[src/rtl/regfile_scoreboard_if.sv]
// Register-file bus: two read ports, one writeback port, issue port and hazard/stall status.
// The master side is the CPU pipeline (ID/WB); the slave side is the register file.
interface regfile_scoreboard_if #(
  parameter int DSIZE = 16,
  parameter int ASIZE = 4
);
  logic [ASIZE-1:0] raddr1;
  logic [ASIZE-1:0] raddr2;
  logic [DSIZE-1:0] rdata1;
  logic [DSIZE-1:0] rdata2;
  logic             wen;
  logic [ASIZE-1:0] waddr;
  logic [DSIZE-1:0] wdata;
  logic             iss_valid;
  logic             iss_wen;
  logic [ASIZE-1:0] iss_waddr;
  logic             hazard1;
  logic             hazard2;
  logic             iss_full;
  logic             stall;

  modport master (
    output raddr1, raddr2, wen, waddr, wdata, iss_valid, iss_wen, iss_waddr,
    input  rdata1, rdata2, hazard1, hazard2, iss_full, stall
  );

  modport slave (
    input  raddr1, raddr2, wen, waddr, wdata, iss_valid, iss_wen, iss_waddr,
    output rdata1, rdata2, hazard1, hazard2, iss_full, stall
  );
endinterface

[src/rtl/regfile_scoreboard.sv]
// Register file with write-through bypass on both read ports and a per-register
// pending-write counter that flags read-after-write hazards and issue saturation.
module regfile_scoreboard #(
  parameter int DSIZE   = 16,
  parameter int ASIZE   = 4,
  parameter int CNTW    = 2,
  parameter int ZERO_R0 = 0
) (
  input  logic                clk,
  input  logic                rst,
  regfile_scoreboard_if.slave bus
);
  localparam int NREG = 2 ** ASIZE;
  localparam logic [CNTW-1:0] CNT_MAX = '1;
  localparam logic [CNTW-1:0] CNT_ONE = CNTW'(1);

  logic [DSIZE-1:0] value_view [NREG];
  logic [CNTW-1:0]  cnt_view   [NREG];

  logic             w_legal;
  logic             iss_legal;
  logic [ASIZE-1:0] raddr  [2];
  logic [DSIZE-1:0] rdata  [2];
  logic             hazard [2];

  // Register 0 is hard-wired to zero only when ZERO_R0 is set.
  assign w_legal   = !((ZERO_R0 != 0) && (bus.waddr == '0));
  assign iss_legal = !((ZERO_R0 != 0) && (bus.iss_waddr == '0));

  assign raddr[0]    = bus.raddr1;
  assign raddr[1]    = bus.raddr2;
  assign bus.rdata1  = rdata[0];
  assign bus.rdata2  = rdata[1];
  assign bus.hazard1 = hazard[0];
  assign bus.hazard2 = hazard[1];

  genvar gi;
  generate
    for (gi = 0; gi < 2; gi++) begin : g_read
      logic zero_port;
      logic retiring;
      assign zero_port = (ZERO_R0 != 0) && (raddr[gi] == '0);
      assign retiring  = bus.wen && w_legal && (bus.waddr == raddr[gi]);

      always_comb begin
        rdata[gi]  = value_view[raddr[gi]];
        hazard[gi] = 1'b0;
        if (retiring)
          rdata[gi] = bus.wdata;
        // The last pending write retiring now is covered by the bypass path.
        if ((cnt_view[raddr[gi]] != '0) && !(retiring && (cnt_view[raddr[gi]] == CNT_ONE)))
          hazard[gi] = 1'b1;
        if (zero_port) begin
          rdata[gi]  = '0;
          hazard[gi] = 1'b0;
        end
      end
    end
  endgenerate

  // A retire to the issuing destination frees a slot in the same cycle.
  assign bus.iss_full = (cnt_view[bus.iss_waddr] == CNT_MAX) &&
                        !(bus.wen && (bus.waddr == bus.iss_waddr));
  assign bus.stall    = hazard[0] | hazard[1] | (bus.iss_wen & bus.iss_full);

  generate
    for (gi = 0; gi < NREG; gi++) begin : g_reg
      logic [DSIZE-1:0] value_reg;
      logic [CNTW-1:0]  cnt_reg;
      logic             wr_hit;
      logic             inc;
      logic             dec;

      assign wr_hit = bus.wen && w_legal && (bus.waddr == ASIZE'(gi));
      assign inc    = bus.iss_valid && bus.iss_wen && !bus.stall && iss_legal &&
                      (bus.iss_waddr == ASIZE'(gi));
      assign dec    = wr_hit && (cnt_reg != '0);

      always_ff @(posedge clk or negedge rst) begin
        if (!rst) begin
          value_reg <= '0;
          cnt_reg   <= '0;
        end else begin
          if (wr_hit)
            value_reg <= bus.wdata;
          if (inc && !dec)
            cnt_reg <= cnt_reg + CNT_ONE;
          else if (dec && !inc)
            cnt_reg <= cnt_reg - CNT_ONE;
        end
      end

      assign value_view[gi] = value_reg;
      assign cnt_view[gi]   = cnt_reg;
    end
  endgenerate
endmodule

[src/flat_wrapper.sv]
// flat-port wrapper written by rule: the top's interface ports become plain ports
module regfile_scoreboard_flat 
#(
  parameter int DSIZE   = 16,
  parameter int ASIZE   = 4,
  parameter int CNTW    = 2,
  parameter int ZERO_R0 = 0
)
  (clk, rst, bus_raddr1, bus_raddr2, bus_wen, bus_waddr, bus_wdata, bus_iss_valid, bus_iss_wen, bus_iss_waddr, bus_rdata1, bus_rdata2, bus_hazard1, bus_hazard2, bus_iss_full, bus_stall);
  regfile_scoreboard_if #(.DSIZE(DSIZE), .ASIZE(ASIZE)) bus_i ();
  input  logic clk;
  input  logic rst;
  input wire logic [$bits(bus_i.raddr1)-1:0] bus_raddr1;
  input wire logic [$bits(bus_i.raddr2)-1:0] bus_raddr2;
  input wire logic [$bits(bus_i.wen)-1:0] bus_wen;
  input wire logic [$bits(bus_i.waddr)-1:0] bus_waddr;
  input wire logic [$bits(bus_i.wdata)-1:0] bus_wdata;
  input wire logic [$bits(bus_i.iss_valid)-1:0] bus_iss_valid;
  input wire logic [$bits(bus_i.iss_wen)-1:0] bus_iss_wen;
  input wire logic [$bits(bus_i.iss_waddr)-1:0] bus_iss_waddr;
  output wire logic [$bits(bus_i.rdata1)-1:0] bus_rdata1;
  output wire logic [$bits(bus_i.rdata2)-1:0] bus_rdata2;
  output wire logic [$bits(bus_i.hazard1)-1:0] bus_hazard1;
  output wire logic [$bits(bus_i.hazard2)-1:0] bus_hazard2;
  output wire logic [$bits(bus_i.iss_full)-1:0] bus_iss_full;
  output wire logic [$bits(bus_i.stall)-1:0] bus_stall;
  assign bus_i.raddr1 = bus_raddr1;
  assign bus_i.raddr2 = bus_raddr2;
  assign bus_i.wen = bus_wen;
  assign bus_i.waddr = bus_waddr;
  assign bus_i.wdata = bus_wdata;
  assign bus_i.iss_valid = bus_iss_valid;
  assign bus_i.iss_wen = bus_iss_wen;
  assign bus_i.iss_waddr = bus_iss_waddr;
  assign bus_rdata1 = bus_i.rdata1;
  assign bus_rdata2 = bus_i.rdata2;
  assign bus_hazard1 = bus_i.hazard1;
  assign bus_hazard2 = bus_i.hazard2;
  assign bus_iss_full = bus_i.iss_full;
  assign bus_stall = bus_i.stall;
  regfile_scoreboard #(.DSIZE(DSIZE), .ASIZE(ASIZE), .CNTW(CNTW), .ZERO_R0(ZERO_R0)) u_core (.clk(clk), .rst(rst), .bus(bus_i));
endmodule
[config.mk]
export PLATFORM = sky130hd
export DESIGN_NAME = regfile_scoreboard_flat
export DESIGN_NICKNAME = d
export VERILOG_FILES = /design/src/rtl/regfile_scoreboard_if.sv /design/src/rtl/regfile_scoreboard.sv /design/src/flat_wrapper.sv
export SDC_FILE = /design/constraint.sdc
export NUM_CORES = 1
export LEC_CHECK = 0
export ABC_AREA = 0
export CORE_MARGIN = 2
export CORE_UTILIZATION = 35
export DETAILED_ROUTE_END_ITERATION = 12
export PLACE_DENSITY = 0.48
export SYNTH_ARGS = -nofsm -noshare
export SYNTH_HDL_FRONTEND = slang
export SYNTH_SLANG_ARGS = --single-unit
[constraint.sdc]
create_clock -name clk -period 5 [get_ports clk]
set_clock_uncertainty 0.2 [all_clocks]
set_input_delay 0.5 -clock clk [delete_from_list [all_inputs] [get_ports clk]]
set_output_delay 0.5 -clock clk [all_outputs]
set_load 0.005 [all_outputs]
### Yosys cells after proc, flatten, opt, wreduce, memory -nomap -nowiden

Index checks and enable logic that the tools add are counted.

| storage, ports and cells | value |
|---|---|
| register bits after elaboration | 288 |
| latch bits | 0 |
| memory bits (writable) | 0 |
| ROM bits | 0 |
| bits of input ports | 37 |
| memories kept | 0 |

| cells by class | value |
|---|---|
| add/subtract/negate cells | 32 |
| multiply operators | 0 |
| div/mod/pow operators | 0 |
| magnitude comparators | 3 |
| eq/ne operators | 36 |
| shift operators | 0 |
| multiplexer cells | 51 |
| bitwise gates (word level) | 6 |
| reductions and logical operators | 162 |

Operator list:

| operator | count |
|---|---|
| binary-select mux 16 bit (select 4 bit) | 2 |
| 2-to-1 mux 16 bit | 6 |
| logical AND 1 bit | 90 |
| 2-to-1 mux 2 bit | 38 |
| nonzero test 2 bit | 34 |
| == test 4 bit, second input constant | 16 |
| zero test 1 bit | 36 |
| adder 2 x 1 -> 2 bit, second input constant | 16 |
| == test 4 x 3 -> 1 bit, second input constant | 8 |
| subtractor 2 x 1 -> 2 bit, second input constant | 16 |
| binary-select mux 2 bit (select 4 bit) | 3 |
| == test 4 x 2 -> 1 bit, second input constant | 4 |
| >= comparator 5 bit, second input constant | 3 |
| NOT 4 -> 5 bit | 3 |
| == test 4 bit | 3 |
| == test 4 x 1 -> 1 bit, second input constant | 2 |
| zero test 4 bit | 2 |
| == test 2 x 1 -> 1 bit, second input constant | 2 |
| == test 2 bit, second input constant | 1 |
| 2-to-1 mux 1 bit | 2 |
| bitwise OR 1 bit | 2 |
| AND 1 bit | 1 |

### Longest topological paths before layout

Gate-level depths: netlist of the first run.

| depth | value |
|---|---|
| depth in word-level cells | 18 |
| mapped depth | 13 |
| depth with buffers taken out | 9 |

### Worst setup path before layout of the first run

No wires, ideal clock.

| path | value |
|---|---|
| path kind | input-to-output |
| start point | in bus_raddr2[1] |
| end point | out bus_rdata2[10] |
| arrival time | 2.264 ns |
| required time | 4.300 ns |
| path slack | 2.036 ns |
| stages | 6 |
| path buffers | 3 |
| path through | buf_2 buf_2 clkbuf_1 mux4_2 mux4_2 mux2_2 |

| on the way | value |
|---|---|
| longest elaborated chain between the ends | 5 |
| elaborated cells between the ends (all ways) | 7 |

RTL lines:

| item | RTL line | RTL |
|---|---|---|
| from (decl) | flat_wrapper.sv:14 | `input wire logic [$bits(bus_i.raddr2)-1:0] bus_raddr2;` |
| NOT 4 -> 5 bit (not written as such) | regfile_scoreboard.sv:46 | `rdata[gi] = value_view[raddr[gi]];` |
| binary-select mux 16 bit (select 4 bit) | regfile_scoreboard.sv:46 |  |
| 2-to-1 mux 16 bit (not written as such) (2 in a row) | regfile_scoreboard.sv:46 |  |
| 2-to-1 mux 16 bit * | regfile_scoreboard.sv:48 | `if (retiring)` |
| to (decl) | flat_wrapper.sv:22 | `output wire logic [$bits(bus_i.rdata2)-1:0] bus_rdata2;` |

Mark *: on every way between the ends. The rest lies on a longest branch, timed or not. The select of a mux whose other input is x is not followed.

### Worst setup path in the final report of the first run

| path | value |
|---|---|
| start point | in bus_iss_waddr[1] |
| end point | out bus_stall |

| on the way | value |
|---|---|
| longest elaborated chain between the ends | 8 |
| elaborated cells between the ends (all ways) | 11 |

RTL lines:

| item | RTL line | RTL |
|---|---|---|
| from (decl) | flat_wrapper.sv:20 | `input wire logic [$bits(bus_i.iss_waddr)-1:0] bus_iss_waddr;` |
| NOT 4 -> 5 bit (not written as such) | regfile_scoreboard.sv:62 | `assign bus.iss_full = (cnt_view[bus.iss_waddr] == CNT_MAX) &&` |
| binary-select mux 2 bit (select 4 bit) | regfile_scoreboard.sv:62 |  |
| 2-to-1 mux 2 bit (not written as such) (2 in a row) | regfile_scoreboard.sv:62 |  |
| == test 2 bit | regfile_scoreboard.sv:62 |  |
| logical AND 1 bit * | regfile_scoreboard.sv:62 |  |
| AND 1 bit * | regfile_scoreboard.sv:64 | `assign bus.stall = hazard[0] \| hazard[1] \| (bus.iss_wen & bus.iss_full);` |
| bitwise OR 1 bit * | regfile_scoreboard.sv:64 |  |
| to (decl) | flat_wrapper.sv:26 | `output wire logic [$bits(bus_i.stall)-1:0] bus_stall;` |

Marked as above.

==> impl_metrics.csv, run 1 <==
group,metric,value,unit
route,vias,10280,
die,num_io_pins,73,
global_routing,overflow,0,
timing,min_period,4.37,ns
place,io_buffers,72,
clock_tree,cts_buffer_depth,3,
clock_tree,ctsHoldBuffers,1,
finish,num-fill-cells,4364,
critical_path,path_max_fanout,19,
finish,multi_input_area,9030,um^2
clock_tree,clkSlewWorstSetupHoldPaths,0.06,ns
route,post-route-drc-count,0,
clock_tree,cts_tree,"yes",
synthesis,ys_ff_latch,288,
power_and_ir_drop,leakage,7.77,nW
critical_path,cp.arrival,3.67,ns
global_routing,grt_pass1_vias,10808,
clock_tree,cts_root_buf,"clkbuf_16",
run,maxCapViolCount,0,
synthesis,syn_area,16800,um^2
global_routing,grt_pass1_wl,74.2,mm
clock_tree,cts-resized-gates,0,
route,drt_iter0_drc,545,
route,avgRoutedWirePerCell,27.6,um
clock_tree,htreeDepth,2,
place,gp_congestion,0.792,
synthesis,yosysSeqAreaShare,0.430,
critical_path,required,4.30,ns
die,placementRows,80,
timing,tightest_slew,0.916,ns
power_and_ir_drop,powerDensity,442,nW/um^2
global_routing,grt_max_degree,93,
critical_path,crit_type,"primary input to output port",
clock_tree,cts.sinks,288,
finish,mostFrequentLayoutCell,"mux2_2",
timing,max_freq,0.229,GHz
route,via_per_inst,5.76,
timing,rsz0062_at_grt,"no",
finish,final_cell_mix,"291 x mux2_2, 288 x dfrtp_1, 174 x mux4_2, 63 x clkdlybuf4s50_1, 41 x xor2_1",
die,start_util,0.353,
clock_tree,clk_latency,0.56,ns
timing,holdWs,0.319,ns
global_routing,grtUsageTotal,0.204,
synthesis,ys_types,51,
route,drt_first_pass_iters,5,
die,die_area,49700,um^2
finish,fin_nets,1194,
die,die_h,223,um
synthesis,synthArstFlopShare,1.00,
finish,ff_latch_area,7210,um^2
die,die-width,223,um
synthesis,yosys_warnings,0,
synthesis,synth-edff-count,0,
min_path,hold_class,"primary input to async pin",
synthesis,synth_ff_type,"dfrtp_1",
global_routing,antenna_found_initial,1,
die,core,47500,um^2
finish,largest_reg_flops,256,
clock_tree,cts_setup_buffers,0,
route,ant_nets,0,
timing,hold_viol_final,0,
timing,relSlewSlack,0.389,
critical_path,rrSetupSlack,1.73,ns
critical_path,crit_path_end_kind,"output port",
finish,n_antenna_cell,0,
timing,setup_viol,0,
synthesis,avgSynthCellArea,15.5,um^2
critical_path,startpoint_type,"primary input",
finish,layout-drive-gt1-share,0.519,
synthesis,synth_nets,1137,
timing,period_share,0.873,
finish,area_delta_synth_final,15.6,%
synthesis,syn_inst,1084,
power_and_ir_drop,ir_drop,0.252,mV
timing,tns,0,ns
route,routed_wl,49.3,mm
timing,drv_slew,0,
run_status,status,"completed",
place,dp_hpwl,29.3,mm
clock_tree,cts_buffers,37,
-- critical path, stage by stage --
cell             delay [ns]
clkdlybuf4s50_1        0.95
nand2b_1               0.26
a211oi_1               0.09
or4_4                  0.56
a21oi_4                0.57
a211o_1                0.22
clkdlybuf4s50_1        0.50
-- worst paths after layout --
| path | start | end | depth (start not counted) |
|---|---|---|---|
| worst max-delay path | bus_iss_waddr[1] | bus_stall | 7 |
| worst min-delay path | rst | u_core.g_reg[8].cnt_reg[1] | 2 |
| worst max register to register | u_core.g_reg[0].cnt_reg[0] | u_core.g_reg[3].cnt_reg[1] | 9 |
| worst min register to register | u_core.g_reg[2].value_reg[2] | u_core.g_reg[2].value_reg[2] | 1 |
| max in group asynchronous | rst | u_core.g_reg[14].value_reg[7] | 3 |
| min in group clk | u_core.g_reg[2].value_reg[2] | u_core.g_reg[2].value_reg[2] | 1 |
-- cell usage after synthesis, drive strengths merged (2+ instances only) --
master | n | area share
nand3 | 2 | 0.00060
o21bai | 5 | 0.0022
o211ai | 5 | 0.0022
a31oi | 4 | 0.0015
a211oi | 3 | 0.0013
nand2 | 8 | 0.0018
nor4 | 4 | 0.0031
nor2 | 30 | 0.0067
nor2b | 3 | 0.0011
nor3 | 7 | 0.0021
clkbuf | 33 | 0.0074
a2bb2oi | 4 | 0.0021
a22oi | 2 | 0.0012
and3 | 2 | 0.00075
nand3b | 2 | 0.00089
or2 | 8 | 0.0030
dfrtp | 288 | 0.43
mux4 | 174 | 0.23
inv | 4 | 0.00089
xor2 | 41 | 0.021
nand2b | 7 | 0.0026
mux2 | 292 | 0.20
nor4b | 3 | 0.0027
or3 | 3 | 0.0011
buf | 64 | 0.026
xnor2 | 19 | 0.0099
mux2i | 13 | 0.0078
ha | 16 | 0.012
o2111ai | 2 | 0.0010
nand4 | 6 | 0.0022
o21ai | 13 | 0.0043
a2111oi | 8 | 0.0060
-- per-layer routing --
metal,vias up,GRT usage,part of all wire
met1,5628,0.286,0.46
li1,4343,-,-
met5,-,0,0
met3,73,0.0315,0.044
met4,0,0.0660,0.026
met2,236,0.325,0.47
-- layout make-up --
cell class,count,area share
Tap cell,615,0.0397
Clock inverter,10,0.00775
Sequential cell,288,0.372
Inverter,4,0.000775
Timing Repair Buffer,115,0.0565
Multi-Input combinational cell,695,0.466
Clock buffer,58,0.0575
-- stage by stage --
step                utilization  setup WS, ns  power (mW)  cell area [um^2]  std cells
global placement          0.381         0.743        5.80             18100       1716
finish                    0.408         0.635        8.56             19400       1785
detailed placement        0.381         0.690        5.83             18100       1716
floorplan                     -          2.04        5.03             16800       1084
CTS                       0.408         0.684        8.67             19400       1785
global route              0.408         0.531        9.01             19400       1785
-- kinds of logic after synthesis --
group / synth area share
multiplexers: 0.437
adder cells (fa/ha/maj): 0.0119
buffers and inverters: 0.0339
flip-flops: 0.430
AND/OR/NAND/NOR: 0.0310
AO/OA/AOI/OAI: 0.0248
XOR/XNOR: 0.0313
-- power by group --
| group | internal [mW] | switching, mW |
|---|---|---|
| Sequential | 2.94 | 0.594 |
| Combinational | 1.44 | 0.806 |
| Clock | 1.70 | 1.08 |
| Total | 6.08 | 2.48 |
Note: power is estimated with default switching activity, not from simulation.
==> run 2, diff against run 1 <==
--- a/config.mk
+++ b/config.mk
@@ -7,4 +7,5 @@
 export LEC_CHECK = 0
 export ABC_AREA = 0
+export ABC_CLOCK_PERIOD_IN_PS = 5000
 export CORE_MARGIN = 2
 export CORE_UTILIZATION = 35
==> constraint.sdc (replaced) <==
create_clock -name clk -period 5 [get_ports clk]
set_clock_uncertainty 0.2 [all_clocks]
set_input_delay 1 -clock clk [delete_from_list [all_inputs] [get_ports clk]]
set_output_delay 1 -clock clk [all_outputs]
set_load 0.005 [all_outputs]
==> impl_metrics.csv, run 2 (synthesis results as in run 1) <==
group,metric,value,unit
place,dpl_cell_area,18300,um^2
finish,multi_input_area,9030,um^2
power_and_ir_drop,clockPowerShare,0.307,
global_routing,grt_pass1_vias,10780,
power_and_ir_drop,combPwrFrac,0.270,
min_path,holdPathStages,1,
critical_path,r2r_end,"u_core.g_reg[7].cnt_reg[1]",
global_routing,grt_max_degree,106,
critical_path,reg2reg_depth,10,
finish,final_cell_mix,"291 x mux2_2, 288 x dfrtp_1, 174 x mux4_2, 63 x clkdlybuf4s50_1, 50 x buf_4",
critical_path,slowest_delay,0.63,ns
power_and_ir_drop,leakage,7.84,nW
clock_tree,cts-resized-gates,0,
timing,holdWs,0.322,ns
clock_tree,cts_tree,"yes",
power_and_ir_drop,swShare,0.288,
timing,setup_slack,0.261,ns
finish,fin_nets,1209,
clock_tree,htreeDepth,2,
critical_path,rrSetupSlack,1.59,ns
clock_tree,cts.sinks,288,
route,post-route-drc-count,0,
min_path,min-delay-start,"u_core.g_reg[2].value_reg[9]",
power_and_ir_drop,powerDensity,429,nW/um^2
clock_tree,clkSlewWorstSetupHoldPaths,0.06,ns
finish,n_antenna_cell,0,
global_routing,overflow,0,
die,die-width,223,um
route,ant_nets,0,
finish,largest_reg_flops,256,
die,num_io_pins,73,
critical_path,required,3.80,ns
timing,drv_slew,0,
critical_path,crit_buf_inv,3,
timing,tns,0,ns
finish,ff_latch_area,7210,um^2
place,gp_congestion,0.808,
clock_tree,cts_buffer_depth,3,
critical_path,startpoint_type,"primary input",
timing,min_period,4.74,ns
route,via_per_inst,5.67,
power_and_ir_drop,p_int,5.97,mW
place,dpl_worst_slack,0.291,ns
clock_tree,cts_buffers,35,
global_routing,grt_pass1_wl,73.0,mm
route,drt_first_pass_iters,7,
route,vias,10180,
critical_path,cp.arrival,3.54,ns
finish,mostFrequentLayoutCell,"mux2_2",
die,placementRows,80,
power_and_ir_drop,switchingPower,2.41,mW
min_path,hold_class,"flip-flop to flip-flop",
critical_path,crit_top_cell,"clkdlybuf4s50_1",
critical_path,crit_chain,"clkdlybuf4s50_1 > buf_4 > or4b_1 > o211a_1 > nand4_1 > a21oi_4 > a211o_1 > clkdlybuf4s50_1",
route,avgRoutedWirePerCell,27.0,um
critical_path,crit_path_end_kind,"output port",
die,start_util,0.353,
critical_path,crit_start,"bus_iss_waddr[1]",
run,maxCapViolCount,0,
route,drt_iter0_drc,677,
timing,max_freq,0.211,GHz
finish,final_area,19500,um^2
die,die_area,49700,um^2
critical_path,cp_top_family,"buffers and inverters",
clock_tree,cts_setup_buffers,0,
power_and_ir_drop,pwr-share-seq,0.424,
critical_path,r2r_start,"u_core.g_reg[0].cnt_reg[0]",
timing,period_share,0.948,
timing,setup_viol,0,
critical_path,cp_slowest_cell,"clkdlybuf4s50_1",
min_path,hold_end,"u_core.g_reg[2].value_reg[9]",
finish,layout-drive-gt1-share,0.527,
power_and_ir_drop,ir_drop,0.198,mV
critical_path,path_max_fanout,11,
timing,relSlewSlack,0.406,
global_routing,grtUsageTotal,0.199,
timing,hold_viol_final,0,
route,routed_wl,48.5,mm
clock_tree,cts_root_buf,"clkbuf_16",
run_status,status,"completed",
finish,area_delta_synth_final,16.3,%
place,io_buffers,72,
die,die_h,223,um
finish,num-fill-cells,4378,
clock_tree,clk_latency,0.52,ns
timing,tightest_slew,0.891,ns
clock_tree,ctsHoldBuffers,0,
timing,rsz0062_at_grt,"no",
die,core,47500,um^2
critical_path,crit_type,"primary input to output port",
place,dp_hpwl,29.7,mm
global_routing,antenna_found_initial,0,
-- run 2: cell types whose count changed in the layout (fill, tap and decap cells not counted), sizes merged --
cell         previous run  this run
clkbuf                 58        55
inv                     7         5
buf                    51        69
clkinv                  3         4
bufinv                  3         1
dlygate4sd3             1         0
-- run 2: worst register-to-register path, stage by stage, from the launching register on --
cell	delay (ns)
dfrtp_1	0.50
mux4_2	0.52
a2bb2oi_1	0.15
a22oi_2	0.36
o21ai_2	0.11
buf_4	0.21
a2111oi_1	0.59
ha_1	0.29
xor2_1	0.16
nor2_1	0.07
xor2_1	0.13
-- run 2: area by class of cell --
type	instances	area share
Clock inverter	7	0.00398
Multi-Input combinational cell	695	0.463
Inverter	4	0.000769
Timing Repair Buffer	132	0.0677
Tap cell	615	0.0394
Clock buffer	55	0.0560
Sequential cell	288	0.369
-- run 2: metrics by stage --
stage	std cells	utilization	total power [mW]
4_1_cts	1796	0.410	8.48
6_report	1796	0.410	8.38
2_1_floorplan	1084	-	5.03
5_1_grt	1796	0.410	8.80
3_3_place_gp	1734	0.386	5.82
3_5_place_dp	1734	0.386	5.86
-- run 2: worst max path at each step --
stage	cells after the start	slack (ns)	to
2_1_floorplan	6	1.04	bus_rdata2[10]
3_3_place_gp	8	0.31	bus_stall
3_5_place_dp	8	0.29	bus_stall
4_1_cts	8	0.28	bus_stall
5_1_grt	8	0.16	bus_stall
6_report	8	0.26	bus_stall
-- run 2: routing by layer --
layer | routed length [um] | global-route usage | share of wire
met5 | 0 | 0 | 0
met4 | 1000 | 0.0485 | 0.021
met3 | 1850 | 0.0263 | 0.038
met2 | 23600 | 0.329 | 0.49
met1 | 22000 | 0.279 | 0.45
-- run 2: power by group through the flow --
stage / sequential [mW] / clock (mW) / combinational [mW]
final: 3.55 / 2.57 / 2.26
after global routing: 3.64 / 2.73 / 2.43
after CTS: 3.54 / 2.65 / 2.29
after detailed placement: 3.58 / 0 / 2.28
after global placement: 3.56 / 0 / 2.26
after floorplan: 3.34 / 0 / 1.68
==> variant (config.mk and constraints of run 1) <==
`DSIZE` is set to 16 in 3 places; all go to 8.
--- a/src/rtl/regfile_scoreboard_if.sv
+++ b/src/rtl/regfile_scoreboard_if.sv
@@ -2,5 +2,5 @@
 // The master side is the CPU pipeline (ID/WB); the slave side is the register file.
 interface regfile_scoreboard_if #(
-  parameter int DSIZE = 16,
+  parameter int DSIZE = 8,
   parameter int ASIZE = 4
 );
--- a/src/rtl/regfile_scoreboard.sv
+++ b/src/rtl/regfile_scoreboard.sv
@@ -2,5 +2,5 @@
 // pending-write counter that flags read-after-write hazards and issue saturation.
 module regfile_scoreboard #(
-  parameter int DSIZE   = 16,
+  parameter int DSIZE   = 8,
   parameter int ASIZE   = 4,
   parameter int CNTW    = 2,
--- a/src/flat_wrapper.sv
+++ b/src/flat_wrapper.sv
@@ -2,5 +2,5 @@
 module regfile_scoreboard_flat 
 #(
-  parameter int DSIZE   = 16,
+  parameter int DSIZE   = 8,
   parameter int ASIZE   = 4,
   parameter int CNTW    = 2,
Interface: changed (resized bus_rdata1, bus_rdata2 and bus_wdata); port bits go from 73 to 49. The function was not compared with the original's and may differ.
==> variant against run 1 <==
The flow now finishes with violations (negative hold slack). Sequential cell count is 128 lower. Worst hold slack worse by 380 ps. Worst setup slack better by 95 ps. Maximum frequency is 2.2% higher. Largest cell class unchanged. Total power is 43% lower. Design area is 41% lower. Wire length is 42% lower. Synthesized area is 41% lower.
==> variant: results (changes against run 1) <==
- Total wire length: 28,800 um (-42%)
- Metal1 wirelength: 12,900 um (-43%)
- Sequential share of the synthesized area: 40.4% (-2.6 points)
- Failing checks: negative hold slack
- Hold Slack: -61.2 ps (-380 ps)
- Top post-synthesis cells by count: dfrtp_1, mux2_2, mux4_2, xor2_1, nor2_1
- Reg2reg path depth: 10 (+1)
- Flip-flop count of the largest register after layout: 128 (-50%)
- Clock Path Buffers: 2 (-1)
- Slew headroom: 28.5% (-10 points)
- Final hold violation count: 10 (+10)
- Comb pwr share: 28.7% (+2.4 points)
- Post-Synthesis Cells: 686 (-37%)
- Status: complete, but fails checks
- Area contributors post-synth: dfrtp_1, mux4_2, mux2_2
- Net count after synthesis: 731 (-36%)
- TritonCTS buffer count: 17 (-54%)
- H-Tree Depth: 4 (+2)
- Dpl ws: 675 ps (-15.1 ps)
- Worst reg2reg startpoint: u_core.g_reg[12].cnt_reg[0]
- Met2 usage: 32.6% (+0.10 points)
- First-pass GRT wire length: 43,300 um (-42%)
- Post-Place Cells: 1,090 (-36%)
- Placement Cell Area: 10,800 sq um (-40%)
- Leak: 4.58 nW (-41%)
- Layout cell share with drive strength beyond 1: 44.1% (-7.8 points)
- Combinational Power: 1.41 mW (-37%)
- Sw Share: 31.7% (+2.8 points)
- Met2 WL post-DR: 13,600 um (-42%)
- Max rail drop VDD: 0.000251 V (-0.34%)
- Final min period: 4270 ps (-94.9 ps)
[variant: cell count changes in the layout (fill, tap and decap cells not counted), moves of 7 or more]
cell	before	now
mux2_2	291	147
clkbuf_1	10	0
clkbuf_8	11	0
mux4_2	174	94
clkbuf_16	37	17
nor2_2	9	0
buf_4	40	28
dfrtp_1	288	160
clkdlybuf4s50_1	63	43
nor3_1	7	0
nor2_1	21	33
[variant: layout make-up]
| cell class | instances | area (sq um) |
|---|---|---|
| Inverter | 4 | 15.0 |
| Tap cell | 378 | 473 |
| Multi-Input combinational cell | 470 | 5590 |
| Clock buffer | 17 | 425 |
| Fill cell | 2571 | 16400 |
| Clock inverter | 15 | 196 |
| Sequential cell | 160 | 4000 |
| Timing Repair Buffer | 78 | 712 |
[variant: cells by family after synthesis]
group,Yosys count,synth area share (%)
mux,255,39.5
flops,160,40.4
simple gates,89,5.53
xor+xnor,60,5.30
buf+inv,56,3.33
compound gates,50,3.94
fa+ha+maj,16,2.02
